## config.mk

```make
export PLATFORM = sky130hd
export DESIGN_NAME = instruction_cache
export DESIGN_NICKNAME = d
export VERILOG_FILES = /design/src/rtl/instruction_cache.sv
export SDC_FILE = /design/constraint.sdc
export NUM_CORES = 1
export LEC_CHECK = 0
export ABC_AREA = 0
export BUFFER_PORTS_ARGS = -buffer_cell sky130_fd_sc_hd__buf_2
export CELL_PAD_IN_SITES_DETAIL_PLACEMENT = 2
export CELL_PAD_IN_SITES_GLOBAL_PLACEMENT = 2
export CORE_AREA = 3 3 414 416
export CTS_CLUSTER_DIAMETER = 40
export DETAILED_ROUTE_END_ITERATION = 16
export DIE_AREA = 0 0 417 419
export PLACE_DENSITY_LB_ADDON = 0.1
export SETUP_SLACK_MARGIN = 0.15
export SYNTH_ARGS = -nofsm -noshare
export SYNTH_HDL_FRONTEND = slang
export SYNTH_SLANG_ARGS = --single-unit
```

## constraint.sdc

```tcl
create_clock -name CLK -period 24.6 [get_ports CLK]
set_input_delay 4.92 -clock CLK [delete_from_list [all_inputs] [get_ports CLK]]
set_output_delay 4.92 -clock CLK [all_outputs]
set_load 0.1 [all_outputs]
```

## src/rtl/instruction_cache.sv

```systemverilog
`default_nettype none
// ============================================================================
// instruction_cache
//   Direct-mapped read-only instruction cache with 16-byte blocks, a
//   single-cycle flush and a saturating miss counter.
//   Revision: 1.0
// ============================================================================
module instruction_cache #(
  parameter int INDEX_BITS = 3
) (
  input  logic         CLK,
  input  logic         RESET,
  input  logic [31:0]  address,
  input  logic         read,
  input  logic         flush,
  output logic [31:0]  instruction,
  output logic         busywait,
  output logic         mem_read,
  output logic [27:0]  mem_address,
  input  logic [127:0] mem_readdata,
  input  logic         mem_busywait,
  output logic [15:0]  miss_count
);

  localparam int TAG_BITS = 28 - INDEX_BITS;
  localparam int LINES    = 1 << INDEX_BITS;

  typedef enum logic [1:0] {
    S_IDLE     = 2'd0,
    S_MEM_READ = 2'd1,
    S_UPDATE   = 2'd2
  } state_t;

  state_t                r_state;
  state_t                w_next_state;
  logic [LINES-1:0]      r_valid;
  logic [TAG_BITS-1:0]   r_tag [LINES];
  logic [127:0]          r_data [LINES];
  logic [127:0]          r_fill_buf;
  logic                  r_flush_pending;
  logic [15:0]           r_miss_count;

  logic [INDEX_BITS-1:0] w_index;
  logic [TAG_BITS-1:0]   w_tag;
  logic [1:0]            w_word;
  logic                  w_hit;
  logic                  w_miss;
  logic                  w_drop_fill;
  logic                  w_unused_addr_bits;

  assign w_index            = address[3+INDEX_BITS:4];
  assign w_tag              = address[31:4+INDEX_BITS];
  assign w_word             = address[3:2];
  assign w_unused_addr_bits = ^address[1:0];

  assign w_hit       = r_valid[w_index] && (r_tag[w_index] == w_tag);
  assign w_miss      = read && !w_hit;
  assign instruction = r_data[w_index][{w_word, 5'b0} +: 32];
  assign miss_count  = r_miss_count;
  // A flush arriving at any point of a fill (including the UPDATE cycle) voids it
  assign w_drop_fill = r_flush_pending || flush;

  always_comb begin
    w_next_state = r_state;
    busywait     = 1'b0;
    mem_read     = 1'b0;
    mem_address  = '0;
    case (r_state)
      S_IDLE: begin
        busywait = w_miss;
        if (w_miss) w_next_state = S_MEM_READ;
      end
      S_MEM_READ: begin
        busywait    = 1'b1;
        mem_read    = 1'b1;
        mem_address = {w_tag, w_index};
        if (!mem_busywait) w_next_state = S_UPDATE;
      end
      S_UPDATE: begin
        busywait     = 1'b1;
        w_next_state = S_IDLE;
      end
      default: w_next_state = S_IDLE;
    endcase
  end

  always_ff @(posedge CLK or posedge RESET) begin
    if (RESET) begin
      r_state         <= S_IDLE;
      r_valid         <= '0;
      r_flush_pending <= 1'b0;
      r_miss_count    <= '0;
    end else begin
      r_state <= w_next_state;
      case (r_state)
        S_IDLE: begin
          if (flush) r_valid <= '0;
          if (w_miss && (r_miss_count != 16'hFFFF)) r_miss_count <= r_miss_count + 16'd1;
        end
        S_MEM_READ: begin
          if (flush) r_flush_pending <= 1'b1;
        end
        S_UPDATE: begin
          if (w_drop_fill) r_valid <= '0;
          else             r_valid[w_index] <= 1'b1;
          r_flush_pending <= 1'b0;
        end
        default: ;
      endcase
    end
  end

  // Block data is only valid in the cycle memory releases busywait, so it is
  // buffered there and committed to the array on the UPDATE edge.
  always_ff @(posedge CLK) begin
    if (r_state == S_MEM_READ && !mem_busywait) r_fill_buf <= mem_readdata;
    if (r_state == S_UPDATE && !w_drop_fill) begin
      r_data[w_index] <= r_fill_buf;
      r_tag[w_index]  <= w_tag;
    end
  end

endmodule
`default_nettype wire

```

==> summary.txt, run 1 <==
Status
  • Outcome: completed

Logic synthesis
  • Yosys warnings: 0
  • Commonest cells post-synth: edfxtp_1, nand2_1, mux2i_1
  • Largest family of logic cells by synthesized area: compound AO/OA/AOI/OAI gates
  • #FFs+latches synth: 1,379
  • Syn_nets: 3,096
  • Distinct cells, synth: 62
  • Asr flop ratio synth: 1.958%
  • Compound-cell area share of the yosys netlist: 7.878%
  • XOR/XNOR Fraction of Synth Area: 0.6060%
  • Adder-cell share of the synthesized area: less than 1%
  • Most used flip-flop cell after synthesis: edfxtp_1
  • Most frequent cell after synthesis: edfxtp_1
  • EDFF count, synth: 1,352
  • Mean post-synth cell area: 17.78 um2
  • Yosys top cell area share: ~80%
  • Post-synthesis mux area share: under 10%
  • Synthesized area: 0.05203 mm2
  • Cells after synthesis: 2,926
  • Dominant cell type by area after synthesis: edfxtp_1
  • Top post-synthesis cells by area: edfxtp_1, mux2i_1, mux4_2, a22oi_1, a21oi_1
  • Sequential element share of the synthesized area: about four fifths
  • Simple-gate share of the synthesized area: approximately 4%

Placement
  • DPL Wire Length: 91,520 um
  • Dpl cells: ~5,300
  • Area post-placement: 0.05597 mm2
  • Gpl congestion: 0.7123
  • IO Port Bufs: 240

Pwr
  • Sequential Power Share: 42.4%
  • Pwr dens: slightly above 100 mW/mm2
  • P_leak: between 20 and 25 nW
  • Switching share of power: 25.55%
  • Combinational share of power: 8.1%
  • Max IR drop VDD: 54.55 uV
  • Int Power: 4.928 mW
  • P_sw: around 1.7 mW
  • Clock Power Share: 49.5%

Critical path
  • Critical Path AT: ~9900 ps
  • CP endpoint kind: primary output
  • Crit path max fanout: between 60 and 70
  • R2R setup slack: ~21,000 ps
  • RR Startpoint: r_state[0]$_DFFE_PP0P_
  • Setup crit start kind: input port
  • Classification of the worst setup path: input port to primary output
  • Critical path origin: address[6]
  • Worst r2r dst: r_data[3][115]$_DFFE_PP_
  • R2r worst-path depth: 5
  • Worst path required time: a little under 20,000 ps

STA
  • Final setup vio count: 0
  • Min Clock Period, post-route: 14,810 ps
  • RSZ-0062 raised after global routing: false
  • Max-slew violations: 0
  • Layout Skew: 26.23 ps
  • Relative slew margins: a little over a tenth
  • FMAX: between 60 and 70 MHz
  • Period utilization: 60.21%
  • Final hold vios: 0
  • Slew @ Worst Pin: 1339 ps
  • Setup_tns: 0 ps

Clock network
  • Cts bufs inserted: 233
  • Worst skew pair latency: a little over 800 ps
  • Clk pin slew, worst setup/hold paths: 50 ps
  • H-tree lvl count: 4
  • CTS tree: done
  • CTS resizes: 0
  • Clock tree root driver cell: clkbuf_16
  • Post-CTS Setup Inserts: 0
  • Cts hold-fix bufs: 0
  • Clk sinks: 1,379
  • Clock Path Buffers: 3

Global route
  • GRT overflow: 0
  • Antenna violations before repair: 7
  • GRT Overall Usage: between 10% and 20%
  • First-pass GRT wire length: 249,100 um
  • Largest net degree at the start of global routing: 110
  • Vias in the first global route: between 30,000 and 40,000

Route
  • Wirelength per Cell: 30.81 um
  • Via-to-Cell Ratio: 5.184
  • Antenna-violating nets left: 0
  • Final wirelength: 175,400 um
  • Via Count: about 30,000
  • DRC Markers: 0
  • First DRT Iteration DRCs: 2,212
  • DRT Pass-1 Iters: 9

Die
  • Initial Util: 31.05%
  • DIE WIDTH: 417 um
  • Total Die Area: 0.1747 mm2
  • Die height: 419 um
  • Core Area: 0.1676 mm2
  • FP Rows: 150
  • # IOs: 243

Final layout
  • Final net count: 3,456
  • Non-filler cells, final: 5,691
  • Layout Utilization: between 30% and 40%
  • Final std cell area, no fill: 0.06393 mm2
  • Area Overhead vs Synth: 22.86%
  • Layout cell share with drive strength beyond 1: 23.13%

Hold path
  • Worst Hold Depth: 1
  • Worst Hold Path EP: miss_count[10]$_DFFE_PP0P_
  • Worst hold start: miss_count[10]$_DFFE_PP0P_
  • Hold WC Path Type: flip-flop to flip-flop

Job
  • Maxcap violations: 0
sequential cells by signal, indices dropped and copies added, names as in the netlist:
register	flops
miss_count	16
r_data	1024
r_fill_buf	128
r_flush_pending	1
r_state	2
r_tag	200
r_valid	8
per-stage QoR:
step	total power [mW]	hold WS (ps)	setup WS (ps)
2_1_floorplan	3.189	471.8	7015
3_3_place_gp	3.382	473.6	9648
3_5_place_dp	3.403	483.6	9661
4_1_cts	6.703	491.5	9666
5_1_grt	6.841	516.0	9595
6_report	6.619	492.2	9789
cell families after synthesis:
family / count (synthesis)
compound gates: 611
flops: 1379
simple gates: 450
xor+xnor: 36
buf+inv: 187
mux: 258
fa+ha+maj: 5
routing by layer:
metal	GRT usage [%]	wire length, um	vias up
li1	-	-	12570
met1	25.51	75860	16010
met2	35.15	89690	677
met3	2.858	6011	255
met4	5.760	3787	0
met5	0	0	-
power groups by stage:
stage	combinational, mW	sequential, mW	clock [mW]
after floorplan	0.333	2.86	0
after detailed placement	0.552	2.85	0
after global routing	0.573	2.82	3.45
after global placement	0.545	2.84	0
after CTS	0.555	2.81	3.34
final	0.539	2.81	3.27
worst max-delay path, stage by stage:
cell and delay (ps):
buf_8 500, buf_4 750, and3b_4 1030, buf_4 680, a221o_1 260, a211oi_1 60, a311oi_1 870, a31o_2 260
buf_2 440
area by class of cell:
cell class,count,area (um2)
inverter,8,32.53
multi-input combinational,1360,10120
sequential,1379,41270
fill,16150,103700
clock inverter,172,1908
clock buffer,262,6045
antenna,2,5.005
timing repair buffer,304,1782
tap,2204,2758
worst max path at each step:
stage               slack (ps)                     end
global route              9600         instruction[23]
detailed placement        9660         instruction[23]
CTS                       9670         instruction[23]
finish                    9790         instruction[23]
global placement          9650         instruction[23]
floorplan                 7010  r_data[1][0]$_DFFE_PP_
placed cells by master (no fill, tap or decap), drive strengths merged, types with 32 or more instances in the layout:
cell	Yosys	layout
mux2	33	33
a221oi	69	69
nand2	182	182
clkinv	0	94
nor2	103	103
mux2i	162	162
mux4	63	63
o21ai	126	126
edfxtp	1352	1352
bufinv	0	32
a22oi	115	115
buf	73	303
nand3	56	56
a21oi	158	158
clkbuf	106	263
and2	34	34
Power figures use the tool's default switching activity.
==> run 2, diff against run 1 <==
==> constraint.sdc (replaced) <==
create_clock -name CLK -period 13.85 [get_ports CLK]
set_input_delay 2.77 -clock CLK [delete_from_list [all_inputs] [get_ports CLK]]
set_output_delay 2.77 -clock CLK [all_outputs]
set_load 0.1 [all_outputs]
==> summary.txt, run 2 (synthesis results as in run 1) <==
Die
  • # IOs: 243 (unchanged)
  • DIE WIDTH: 417 um (unchanged)
  • Core Area: 0.1676 mm2 (unchanged)
  • Die height: 419 um (unchanged)
  • FP Rows: 150 (unchanged)
  • Initial Util: 31.05% (unchanged)
  • Total Die Area: 0.1747 mm2 (unchanged)

Critical path
  • RR Startpoint: r_tag[7][5]$_DFFE_PP_
  • Setup crit start kind: input port
  • Slowest Stage Delay on Critical Path: 850 ps (-180 ps)
  • Critical path origin: address[4]
  • Worst path required time: 11,080 ps (-8600 ps)
  • R2R setup slack: 10,110 ps (-10,710 ps)
  • CP Capture Point: instruction[23]
  • R2r worst-path depth: 8 (+3)
  • Worst r2r dst: miss_count[12]$_DFFE_PP0P_
  • CP cell instances: buf_8 > buf_12 > nor3b_2 > buf_4 > buf_4 > nand2_1 > o21ai_0 > a221o_1 > a211oi_1 > a311oi_1 > a31o_2 > buf_2
  • Crit path max fanout: 81 (+33%)
  • Slowest CP cell: a311oi_1
  • Most frequent CP cell: buf_4
  • CP endpoint kind: primary output
  • Classification of the worst setup path: input port to primary output
  • Critical Path AT: 7790 ps (-2100 ps)

Final layout
  • Fill count: 16,170 (+0.093%)
  • Area Overhead vs Synth: 22.95% (about the same)
  • Layout cell share with drive strength beyond 1: 23.07% (-0.053 points)
  • Biggest regs: r_data x1024, r_tag x200, r_fill_buf x128
  • Biggest register: r_data
  • Area of the multi-input gates: 0.01012 mm2 (about the same)
  • Max reg flops: 1,024 (unchanged)
  • Layout Utilization: 38.17% (about the same)
  • Commonest non-fill, non-tap cell in the layout: edfxtp_1
  • Register area: 0.04127 mm2 (unchanged)
  • Final net count: 3,448 (-0.23%)
  • Non-filler cells, final: 5,685 (-0.11%)
  • Most frequent cells in the layout: edfxtp_1, buf_2, clkbuf_16

Global route
  • Largest net degree at the start of global routing: 120 (+9.1%)
  • GRT overflow: 0 (unchanged)
  • Antenna violations before repair: 11 (+4)
  • First-pass GRT wire length: 249,600 um (+0.20%)
  • Vias in the first global route: 32,990 (-0.63%)
  • GRT Overall Usage: 20.08% (+0.14 points)

Hold path
  • Hold WC Path Type: flip-flop to flip-flop

Clock network
  • CTS tree: done
  • Cts hold-fix bufs: 0 (unchanged)
  • Worst skew pair latency: 840 ps (about the same)
  • Cts bufs inserted: 226 (-3.0%)
  • H-tree lvl count: 4 (unchanged)
  • CTS resizes: 0 (unchanged)
  • Clk sinks: 1,379 (unchanged)
  • Clock tree root driver cell: clkbuf_16
  • Post-CTS Setup Inserts: 0 (unchanged)
  • Clk pin slew, worst setup/hold paths: 40 ps (about the same)
  • Clock Path Buffers: 3 (unchanged)

Route
  • DRT Pass-1 Iters: 5 (-4)
  • Wirelength per Cell: 31.08 um (+0.86%)
  • Highest routed layer: met4
  • Met3 WL: 6609 um (+9.9%)
  • WL met2: 89,560 um (-0.14%)
  • Final wirelength: 176,700 um (+0.76%)
  • DRT met1 WL: 76,680 um (+1.1%)
  • Antenna-violating nets left: 0 (unchanged)
  • First DRT Iteration DRCs: 2,013 (-9.0%)
  • DRC Markers: 0 (unchanged)
  • Via Count: 29,440 (-0.23%)
  • Via-to-Cell Ratio: 5.178 (-0.13%)

Status
  • Outcome: completed

Placement
  • Dpl cells: 5,254 (-0.019%)
  • Place WS: 3275 ps (-6386 ps)
  • DPL Wire Length: 92,040 um (+0.57%)
  • Gpl congestion: 0.7251 (+1.8%)
  • IO Port Bufs: 240 (unchanged)

Pwr
  • Pwr dens: 184.4 mW/mm2 (+78%)
  • P_leak: 21.24 nW (about the same)
  • Max IR drop VDD: 126.8 uV (+130%)

STA
  • Final hold vios: 0 (unchanged)
  • Slew @ Worst Pin: 1079 ps (-260.0 ps)
  • Relative slew margins: 28.04% (+18 points)
  • FMAX: around 95 MHz
  • Min Clock Period, post-route: roughly 11,000 ps
  • RSZ-0062 raised after global routing: false
  • Max-slew violations: 0 (unchanged)
  • Layout Skew: 34.81 ps (+8.587 ps)
  • Period utilization: 76.28%
  • Final setup margin: 3285 ps (-6504 ps)
  • Final hold slack: 517.0 ps (+24.75 ps)
  • Final setup vio count: 0 (unchanged)

Job
  • Maxcap violations: 0 (unchanged)
[run 2: critical path, delay by kind of cell]
kind                   cells  cell delay, ps
buffers and inverters      5            2810
AOI/OAI and AO/OA          5            1430
and+or+nand+nor            2             380
[run 2: per-stage QoR]
stage | instance area, um2 | setup TNS [ps] | power [mW]
2_1_floorplan | 52040 | -473610 | 5.663
3_3_place_gp | 55980 | 0 | 6.005
3_5_place_dp | 55980 | 0 | 6.044
4_1_cts | 63970 | 0 | 11.94
6_report | 63970 | 0 | 11.80
5_1_grt | 63970 | 0 | 12.19
[run 2: worst min-delay path by stage]
stage	from	to	cells after the start
floorplan	r_valid[6]$_DFFE_PP0P_	r_valid[6]$_DFFE_PP0P_	2
global placement	miss_count[10]$_DFFE_PP0P_	miss_count[10]$_DFFE_PP0P_	1
detailed placement	miss_count[10]$_DFFE_PP0P_	miss_count[10]$_DFFE_PP0P_	1
CTS	miss_count[10]$_DFFE_PP0P_	miss_count[10]$_DFFE_PP0P_	1
global route	miss_count[10]$_DFFE_PP0P_	miss_count[10]$_DFFE_PP0P_	1
finish	miss_count[8]$_DFFE_PP0P_	miss_count[8]$_DFFE_PP0P_	1
[run 2: cell type report]
cell class / count / share of cell area (%)
sequential: 1379 / 64.52
multi-input combinational: 1360 / 15.82
clock buffer: 248 / 9.036
tap: 2204 / 4.311
clock inverter: 182 / 3.448
timing repair buffer: 303 / 2.813
inverter: 8 / 0.05085
antenna: 1 / 0.003912
[run 2: routing by layer]
layer,vias up,GRT usage (%)
met5,-,0
met4,0,5.476
met3,236,2.983
met2,717,35.22
met1,15920,25.91
li1,12560,-
[run 2: report_power, final]
| part | leakage [nW] | internal [mW] | total, mW | switching [mW] |
|---|---|---|---|---|
| Combinational | 4.87 | 0.193 | 0.960 | 0.767 |
| Clock | 3.84 | 3.76 | 5.85 | 2.09 |
| Sequential | 12.5 | 4.83 | 4.99 | 0.159 |
| Total | 21.2 | 8.78 | 11.8 | 3.02 |
